==> src/rtl/mem_arb_pkg.sv <==
// Shared types and sizing helper for the IF/DM memory port arbiter.
package mem_arb_pkg;

  typedef enum logic [1:0] {
    IDLE    = 2'd0,
    ACCESS  = 2'd1,
    RESPOND = 2'd2,
    RELEASE = 2'd3
  } arb_state_e;

  typedef enum logic {
    OWN_IF = 1'b0,
    OWN_DM = 1'b1
  } owner_e;

  localparam int TIMEOUT_DEFAULT = 15;

  // Bits needed to hold a counter that reaches max_val inclusive.
  function automatic int cnt_width(input int max_val);
    return (max_val < 1) ? 1 : $clog2(max_val + 1);
  endfunction

endpackage

==> src/rtl/mem_arb_priority.sv <==
// Grant selection between IF and DM, with a streak limit so a steady DM load
// stream cannot starve instruction fetch indefinitely.
module mem_arb_priority
  import mem_arb_pkg::*;
#(
  parameter int DM_STREAK = 4
) (
  input  logic   clk_i,
  input  logic   rst_n_i,
  input  logic   if_req_i,
  input  logic   dm_req_i,
  input  logic   arb_en_i,
  output logic   gnt_valid_o,
  output owner_e gnt_owner_o
);

  localparam int            SW         = cnt_width(DM_STREAK);
  localparam logic [SW-1:0] STREAK_MAX = SW'(DM_STREAK);

  logic [SW-1:0] streak_q, streak_d;
  logic          if_starved_s;

  // DM wins by default; IF wins once DM has used up its streak while IF waits.
  always_comb begin
    if_starved_s = (streak_q == STREAK_MAX) && if_req_i;
    gnt_valid_o  = 1'b0;
    gnt_owner_o  = OWN_IF;
    if (arb_en_i && dm_req_i && !if_starved_s) begin
      gnt_valid_o = 1'b1;
      gnt_owner_o = OWN_DM;
    end else if (arb_en_i && if_req_i) begin
      gnt_valid_o = 1'b1;
      gnt_owner_o = OWN_IF;
    end else begin
      gnt_valid_o = 1'b0;
    end
  end

  always_comb begin
    streak_d = streak_q;
    if (!if_req_i) begin
      streak_d = {SW{1'b0}};
    end else if (gnt_valid_o && (gnt_owner_o == OWN_IF)) begin
      streak_d = {SW{1'b0}};
    end else if (gnt_valid_o && (streak_q != STREAK_MAX)) begin
      streak_d = streak_q + SW'(1'b1);
    end else begin
      streak_d = streak_q;
    end
  end

  always_ff @(posedge clk_i) begin
    if (!rst_n_i) streak_q <= {SW{1'b0}};
    else          streak_q <= streak_d;
  end

endmodule

==> src/rtl/mem_access_arbiter.sv <==
// Shares one word-addressed RAM port between instruction fetch and data access:
// grant, drive RAM from latched operands, wait for MFC (or time out), ack, release.
module mem_access_arbiter
  import mem_arb_pkg::*;
#(
  parameter int ADDR_W    = 32,
  parameter int DATA_W    = 32,
  parameter int TIMEOUT   = TIMEOUT_DEFAULT,
  parameter int DM_STREAK = 4
) (
  input  logic              Clock,
  input  logic              Reset_L,
  input  logic              IF_Req,
  input  logic [ADDR_W-1:0] IF_Address,
  output logic              IF_Ack,
  output logic [DATA_W-1:0] IF_Data_Out,
  input  logic              DM_Req,
  input  logic              DM_Read_H_Write_L,
  input  logic [ADDR_W-1:0] DM_Address,
  input  logic [DATA_W-1:0] DM_Data_In,
  output logic              DM_Ack,
  output logic [DATA_W-1:0] DM_Data_Out,
  output logic              Bus_Error,
  output logic [ADDR_W-1:0] Mem_Address,
  output logic              Mem_Read_H_Write_L,
  output logic [DATA_W-1:0] Mem_Data_In,
  input  logic [DATA_W-1:0] Mem_Data_Out,
  input  logic              Mem_MFC
);

  localparam int            TW         = cnt_width(TIMEOUT);
  localparam logic [TW-1:0] TIMER_LAST = TW'(TIMEOUT);

  arb_state_e        state_q, state_d;
  owner_e            owner_q, owner_d;
  logic [ADDR_W-1:0] addr_q, addr_d;
  logic              rw_q, rw_d;
  logic [DATA_W-1:0] wdata_q, wdata_d;
  logic [TW-1:0]     timer_q, timer_d;
  logic              if_ack_q, if_ack_d, dm_ack_q, dm_ack_d, berr_q, berr_d;
  logic [DATA_W-1:0] if_dout_q, if_dout_d, dm_dout_q, dm_dout_d;
  logic [DATA_W-1:0] resp_data_s;
  logic              gnt_valid_s;
  owner_e            gnt_owner_s;

  mem_arb_priority #(.DM_STREAK(DM_STREAK)) u_priority (
    .clk_i       (Clock),
    .rst_n_i     (Reset_L),
    .if_req_i    (IF_Req),
    .dm_req_i    (DM_Req),
    .arb_en_i    (state_q == IDLE),
    .gnt_valid_o (gnt_valid_s),
    .gnt_owner_o (gnt_owner_s)
  );

  // Next-state, operand latching and response generation.
  always_comb begin
    state_d     = state_q;
    owner_d     = owner_q;
    addr_d      = addr_q;
    rw_d        = rw_q;
    wdata_d     = wdata_q;
    timer_d     = timer_q;
    if_ack_d    = 1'b0;
    dm_ack_d    = 1'b0;
    berr_d      = 1'b0;
    if_dout_d   = if_dout_q;
    dm_dout_d   = dm_dout_q;
    resp_data_s = Mem_MFC ? Mem_Data_Out : {DATA_W{1'b0}};
    case (state_q)
      IDLE: begin
        if (gnt_valid_s) begin
          state_d = ACCESS;
          owner_d = gnt_owner_s;
          timer_d = {TW{1'b0}};
          if (gnt_owner_s == OWN_DM) begin
            addr_d  = DM_Address;
            rw_d    = DM_Read_H_Write_L;
            wdata_d = DM_Data_In;
          end else begin
            addr_d  = IF_Address;
            rw_d    = 1'b1;
          end
        end else begin
          state_d = IDLE;
        end
      end
      ACCESS: begin
        // MFC takes precedence over a timeout landing in the same cycle.
        if (Mem_MFC || (timer_q == TIMER_LAST)) begin
          state_d = RESPOND;
          rw_d    = 1'b1;
          berr_d  = !Mem_MFC;
          if (owner_q == OWN_DM) begin
            dm_ack_d  = 1'b1;
            dm_dout_d = resp_data_s;
          end else begin
            if_ack_d  = 1'b1;
            if_dout_d = resp_data_s;
          end
        end else begin
          timer_d = timer_q + TW'(1'b1);
        end
      end
      RESPOND: state_d = RELEASE;
      RELEASE: state_d = IDLE;
      default: state_d = IDLE;
    endcase
  end

  // State and output registers; reset mid-access aborts without an ack.
  always_ff @(posedge Clock) begin
    if (!Reset_L) begin
      state_q   <= IDLE;
      owner_q   <= OWN_IF;
      addr_q    <= {ADDR_W{1'b0}};
      rw_q      <= 1'b1;
      wdata_q   <= {DATA_W{1'b0}};
      timer_q   <= {TW{1'b0}};
      if_ack_q  <= 1'b0;
      dm_ack_q  <= 1'b0;
      berr_q    <= 1'b0;
      if_dout_q <= {DATA_W{1'b0}};
      dm_dout_q <= {DATA_W{1'b0}};
    end else begin
      state_q   <= state_d;
      owner_q   <= owner_d;
      addr_q    <= addr_d;
      rw_q      <= rw_d;
      wdata_q   <= wdata_d;
      timer_q   <= timer_d;
      if_ack_q  <= if_ack_d;
      dm_ack_q  <= dm_ack_d;
      berr_q    <= berr_d;
      if_dout_q <= if_dout_d;
      dm_dout_q <= dm_dout_d;
    end
  end

  assign IF_Ack             = if_ack_q;
  assign IF_Data_Out        = if_dout_q;
  assign DM_Ack             = dm_ack_q;
  assign DM_Data_Out        = dm_dout_q;
  assign Bus_Error          = berr_q;
  assign Mem_Address        = addr_q;
  assign Mem_Read_H_Write_L = rw_q;
  assign Mem_Data_In        = wdata_q;

endmodule

==> config.mk <==
export PLATFORM = sky130hd
export DESIGN_NAME = mem_access_arbiter
export DESIGN_NICKNAME = d
export VERILOG_FILES = /design/src/rtl/mem_arb_pkg.sv /design/src/rtl/mem_arb_priority.sv /design/src/rtl/mem_access_arbiter.sv
export SDC_FILE = /design/constraint.sdc
export NUM_CORES = 1
export LEC_CHECK = 0
export BUFFER_PORTS_ARGS = -buffer_cell sky130_fd_sc_hd__buf_2
export CORE_UTILIZATION = 50
export DETAILED_ROUTE_END_ITERATION = 12
export PLACE_DENSITY_LB_ADDON = 0.08
export SLEW_MARGIN = 10
export SYNTH_ARGS = -nofsm -noshare
export SYNTH_HDL_FRONTEND = slang
export SYNTH_HIERARCHICAL = 1
export SYNTH_SLANG_ARGS = --single-unit
==> constraint.sdc <==
create_clock -name Clock -period 5.1 [get_ports Clock]
set_clock_uncertainty 0.05 [all_clocks]
set_input_delay 1.53 -clock Clock [delete_from_list [all_inputs] [get_ports Clock]]
set_output_delay 1.53 -clock Clock [all_outputs]
set_load 0.05 [all_outputs]
==> results of run 1 <==
## sequential cells by signal (all words and copies together) (netlist names), 2 cells and up
name,cells
DM_Data_Out,32
IF_Data_Out,32
Mem_Address,32
Mem_Data_In,32
timer_q,4
u_priority/streak_q,3
state_q,2
## how the worst max path moves through the flow
stage / slack [ns] / start / cells past startpoint / endpoint
after floorplan: 2.48 / DM_Req / 6 / Mem_Read_H_Write_L
after global placement: 1.81 / Mem_MFC / 5 / DM_Data_Out[26]
after detailed placement: 1.76 / Mem_MFC / 5 / DM_Data_Out[5]
after CTS: 2.20 / IF_Req / 6 / state_q[0]
after global routing: 1.99 / IF_Req / 6 / state_q[0]
final: 2.18 / IF_Req / 6 / state_q[0]
## cells in the mapped netlist, drive strengths merged
library cell / count / area [um2]
a211oi: 33 / 248
a21boi: 1 / 7.51
a21oi: 39 / 195
a221oi: 1 / 8.76
a311oi: 1 / 8.76
a31o: 1 / 8.76
a31oi: 2 / 27.5
a41oi: 1 / 8.76
and2: 3 / 21.3
and3: 1 / 6.26
and4b: 1 / 10.0
buf: 21 / 171
clkbuf: 26 / 97.6
clkinv: 1 / 3.75
dfxtp: 142 / 2840
ha: 6 / 75.1
inv: 10 / 37.5
mux2i: 98 / 981
nand2: 133 / 499
nand2b: 2 / 12.5
nand3: 36 / 180
nand3b: 1 / 7.51
nand4b: 1 / 8.76
nor2: 36 / 135
nor3: 4 / 42.5
nor4b: 1 / 8.76
o211ai: 2 / 15.0
o21ai: 5 / 28.8
o22ai: 2 / 12.5
or3: 1 / 6.26
or3b: 1 / 8.76
or4b: 1 / 10.0
## stage by stage
stage	std cells	power (mW)	utilization, %	instance area (um2)
4_1_cts	1011	4.17	68.8	7590
2_1_floorplan	614	2.68	-	5740
6_report	1011	4.13	68.8	7590
3_3_place_gp	979	2.97	63.8	7030
3_5_place_dp	979	3.01	63.8	7030
5_1_grt	1011	4.36	68.8	7590
## logic make-up (layout without fill, tap and decap cells)
family                   Yosys count  count (layout)
adder cells (fa/ha/maj)            6               6
flip-flops                       142             142
AO/OA/AOI/OAI                     88              88
buffers and inverters             58             315
multiplexers                      98              98
AND/OR/NAND/NOR                  222             222
## layout make-up
type                       instances  share of cell area, %
clock buffer                      19                   5.84
clock inverter                    13                   1.50
inverter                          11                  0.544
multi-input combinational        414                   34.2
sequential                       142                   37.5
tap                              140                   2.31
timing repair buffer             272                   18.2
## layer usage
metal	up-vias	GRT usage [%]
met4	0	9.65
li1	2600	-
met1	2322	26.1
met3	13	8.01
met5	-	0
met2	158	42.1
## report_power, final
| group | internal, mW | switching (mW) | total, mW |
|---|---|---|---|
| Clock | 0.684 | 0.471 | 1.16 |
| Combinational | 0.439 | 1.15 | 1.59 |
| Sequential | 1.29 | 0.0918 | 1.39 |
| Total | 2.42 | 1.71 | 4.13 |
## critical path, cell delays in order
cell      delay [ns]
buf_2           0.13
o21ai_2         0.09
inv_2           0.13
and2_2          0.87
a221oi_1        0.11
a311oi_1        0.30
==> metrics.txt, run 1 <==
fraction of layout cells with a size suffix above 1=between 30% and 40%; Mapped Cells=614; final hold viol count=0; starting density of the core=52.0%; NumNets Final=998; Cell Pwr Density=544 mW/mm2; first-pass GRT wire length=21.7 mm; syn_nets=754; CTS H-tree lvls=4; Slew @ Worst Pin=1.07 ns; WL final=between 10 and 15 mm; Crit path arrival time=approximately 3.2 ns; DP HPWL=approximately 10 mm; status=complete, no violations; grt total ovfl=0; GR Util All Layers=23.9%; most common cell after layout, fill and taps aside=buf_2; Cell Area, Synth=around 0.0057 mm2; setup TNS=0 ns; Hold Crit Class=reg2reg; main combinational cell family by area after synthesis=multiplexers; final worst slack=2.18 ns; Routed met3 length=approximately 930 um; Ys Warns=6; Post-CTS Repair Setup Buffers=0; Finish-stage setup viols=0; max layer used=met4; Clk pin slew, worst setup/hold paths=around 0.060 ns; commonest non-fill, non-tap cells in the layout=buf_2 (265), dfxtp_1 (142), nand2_1 (133); DR pass1 iterations=4; DR vias/cell=roughly 5; vias=5,093; Avg Inst Size Synth=9.34 um2; CTS root buffer=clkbuf_16; multiplexer share of the synthesized area=between 15 and 20%; reg-to-reg startpoint=state_q[0]; maximum clock insertion buffer count=2; fmax=343 MHz; Leak Pwr=3.44 nW; Max Cap Viol=0; core box area=0.0110 mm2; period utilization=57.2%; Post-Synth XOR/XNOR Area=0%; slew margin rel.=28.6%; Worst VDD drop=about 0.35 mV; CTS sink count=142; hold slack=0.402 ns; worst-skew pair later-pin latency=0.41 ns; R2R Setup Slk=2.65 ns; flops & latches, synth=142; RSZ-0062 raised after global routing=no; ant diodes=0; DRC violation total after the first TritonRoute iteration=296; CP Launch Type=input port; # port buffers=between 200 and 300; synth unique cells=39; Worst EP required=5.36 ns; Compound-Gate Fraction of Synth Area=9.93%; crit path max fanout=66; Placer Congestion=between 0.7 and 0.8; Seq/Total Area, Yosys=49.6%; total CTS buffers=17; pre-CTS setup slack=1.76 ns; filler instances=a little over 900; Die Y=roughly 110 um; number of gates resized after CTS=0; DR WL/cell=14.0 um; TritonCTS clock tree=yes; min-delay src=Mem_Data_In[0]; number of global-route vias before repair=4,873; R2R cell count=7; drc violations=0; FF/Latch Area=0.00284 mm2; WS Path Type=in2reg; die width=around 110 um; simple-gate share of the synthesized area=between 10% and 20%; Synth Area in Adders=under 10%; largest net degree at the start of global routing=104; Hold Crit Depth=2; Antenna Violating Nets Remaining=0; routed wl met2=around 7.3 mm; reg2reg end=state_q[0]; min Tclk post-route=a little under 3 ns; Final Max Slew Viols=0; CP Capture Type=flop; Site Rows=38; Area Overhead vs Synth=32.3%; WL met1=slightly below 6 mm; Multi-input gate area=0.00259 mm2; initial antenna violation count=0; Hold-fix buffers, CTS=0; Hold EP=Mem_Data_In[0]; # IOs=266; full die area=0.0119 mm2
(Power assumes the default switching activity.)
==> inputs of run 2 (changes only) <==
CORE_UTILIZATION = 42   (was 50)
clock period = 2.39 ns   (was 5.1 ns; I/O delays follow)
==> metrics.txt, run 2 (synthesis results as in run 1) <==
Site Rows=42 (+11%); fmax=471 MHz; worst-skew pair later-pin latency=0.41 ns (about the same); Worst path max stage delay=0.38 ns (-0.49 ns); reg-to-reg startpoint=u_priority/streak_q[0]; status=complete, no violations; Post-CTS Repair Setup Buffers=0 (unchanged); commonest non-fill, non-tap cells in the layout=buf_2 (265), dfxtp_1 (142), nand2_1 (133); CP Capture Type=flop; initial antenna violation count=0 (unchanged); slew margin rel.=60.5% (+32 points); number of global-route vias before repair=5,080 (+4.2%); DR vias/cell=4.96 (-1.6%); ant diodes=0 (unchanged); period utilization=around 89%; Max Cap Viol=0 (unchanged); total power=9.42 mW (+130%); Hold-fix buffers, CTS=0 (unchanged); drc violations=0 (unchanged); Antenna Violating Nets Remaining=0 (unchanged); GR Util All Layers=20.9% (-3.0 points); critical path, cell by cell=inv_1, ha_1, and2_4, a21oi_4, buf_4, buf_6, mux2i_1, a211oi_1; reg2reg end=Mem_Address[16]; min Tclk post-route=2.12 ns; # IOs=266 (unchanged); CTS H-tree lvls=4 (unchanged); TritonCTS clock tree=yes; CTS root buffer=clkbuf_16; vias=5,232 (+2.7%); Clk pin slew, worst setup/hold paths=0.06 ns (about the same); # port buffers=265 (unchanged); DRC violation total after the first TritonRoute iteration=234 (-21%); Hold EP=Mem_Data_In[29]; hold slack=0.403 ns (+0.000663 ns); WL final=14.5 mm (+2.7%); Hold Crit Depth=2 (unchanged); core box area=0.0133 mm2 (+21%); starting density of the core=43.1% (-8.9 points); final hold viol count=0 (unchanged); DR pass1 iterations=6 (+2); DR WL/cell=13.8 um (-1.5%); first-pass GRT wire length=23.7 mm (+9.0%); WS Path Type=reg2reg; maximum clock insertion buffer count=2 (unchanged); RSZ-0062 raised after global routing=no; CP Launch Type=flop; Cell Pwr Density=1200 mW/mm2 (+120%); total CTS buffers=17 (unchanged); die width=119 um (+8.9%); crit path max fanout=19 (-71%); Die Y=119 um (+8.9%); full die area=0.0141 mm2 (+19%); R2R cell count=8 (+1); fraction of layout cells with a size suffix above 1=36.9% (+0.81 points); Placer Congestion=0.787 (+0.46%); Leak Pwr=3.54 nW (+3.1%); most common cell after layout, fill and taps aside=buf_2; NumNets Final=1,006 (+0.80%); Crit path arrival time=2.36 ns (-0.82 ns); Area Overhead vs Synth=36.9%; min-delay src=Mem_Data_In[29]; Worst VDD drop=0.578 mV (+67%); Worst Path Buf+Inv=3 (+1); R2R Setup Slk=0.27 ns (-2.38 ns); Slew @ Worst Pin=0.593 ns (-0.478 ns); Hold Crit Class=reg2reg; Final Max Slew Viols=0 (unchanged); largest net degree at the start of global routing=62 (-40%); Core Util, Final=59.0% (-9.8 points); grt total ovfl=0 (unchanged); DP HPWL=10.4 mm (+3.3%); Finish-stage setup viols=0 (unchanged); Worst EP required=2.63 ns (-2.73 ns); delay-heaviest family, CP=buffers and inverters; CTS sink count=142 (unchanged); Slowest cell on crit path=dfxtp_1
## run 2: metal layers
layer | track usage (%) | vias up | share of wire [%]
li1 | - | 2612 | -
met1 | 23.4 | 2416 | 42
met2 | 36.1 | 180 | 49
met3 | 7.18 | 24 | 7.4
met4 | 8.23 | 0 | 1.9
met5 | 0 | - | 0
## run 2: repair_timing
action	4_1_cts	5_1_grt
gates resized for setup	1	1
endpoints found under the setup margin	5	5
pin swaps	0	0
## run 2: stage by stage
stage | worst slack, ns | TNS, ns | cell area, um2 | instances
6_report | 0.268 | 0 | 7850 | 1055
5_1_grt | 0.0902 | 0 | 7850 | 1055
3_3_place_gp | 0.0780 | 0 | 7180 | 1023
3_5_place_dp | -0.0463 | -0.491 | 7180 | 1023
2_1_floorplan | 0.580 | 0 | 5740 | 614
4_1_cts | 0.146 | 0 | 7850 | 1055
## run 2: worst reg2reg max path, stage by stage (launching register included)
cell and delay (ns):
dfxtp_1 0.38, inv_1 0.06, ha_1 0.23, and2_4 0.19, a21oi_4 0.15, buf_4 0.30, buf_6 0.30, mux2i_1 0.26
a211oi_1 0.10
## run 2: layout make-up
class | instances | area, um2
fillers | 1188 | 5450
flip-flops and latches | 142 | 2840
multi-input cells | 414 | 2600
repair buffers | 280 | 1480
clock buffers | 17 | 425
clock inverters | 15 | 244
well taps | 176 | 220
inverters | 11 | 41.3
## run 2: worst max path at each step
| stage | slack (ns) | endpoint | cells past startpoint | from |
|---|---|---|---|---|
| final | 0.27 | Mem_Address[16] | 8 | u_priority/streak_q[0] |
| after detailed placement | -0.05 | Mem_Data_In[10] | 6 | IF_Req |
| after floorplan | 0.58 | Mem_Read_H_Write_L | 8 | u_priority/streak_q[0] |
| after CTS | 0.15 | Mem_Address[10] | 8 | u_priority/streak_q[0] |
| after global routing | 0.09 | Mem_Address[25] | 8 | u_priority/streak_q[0] |
| after global placement | 0.08 | Mem_Data_In[16] | 6 | IF_Req |
## run 2: power breakdown
part / switching [mW] / internal, mW / total (mW)
Sequential: 0.190 / 2.76 / 2.95
Combinational: 2.49 / 1.02 / 3.51
Clock: 1.00 / 1.96 / 2.96
Total: 3.68 / 5.74 / 9.42
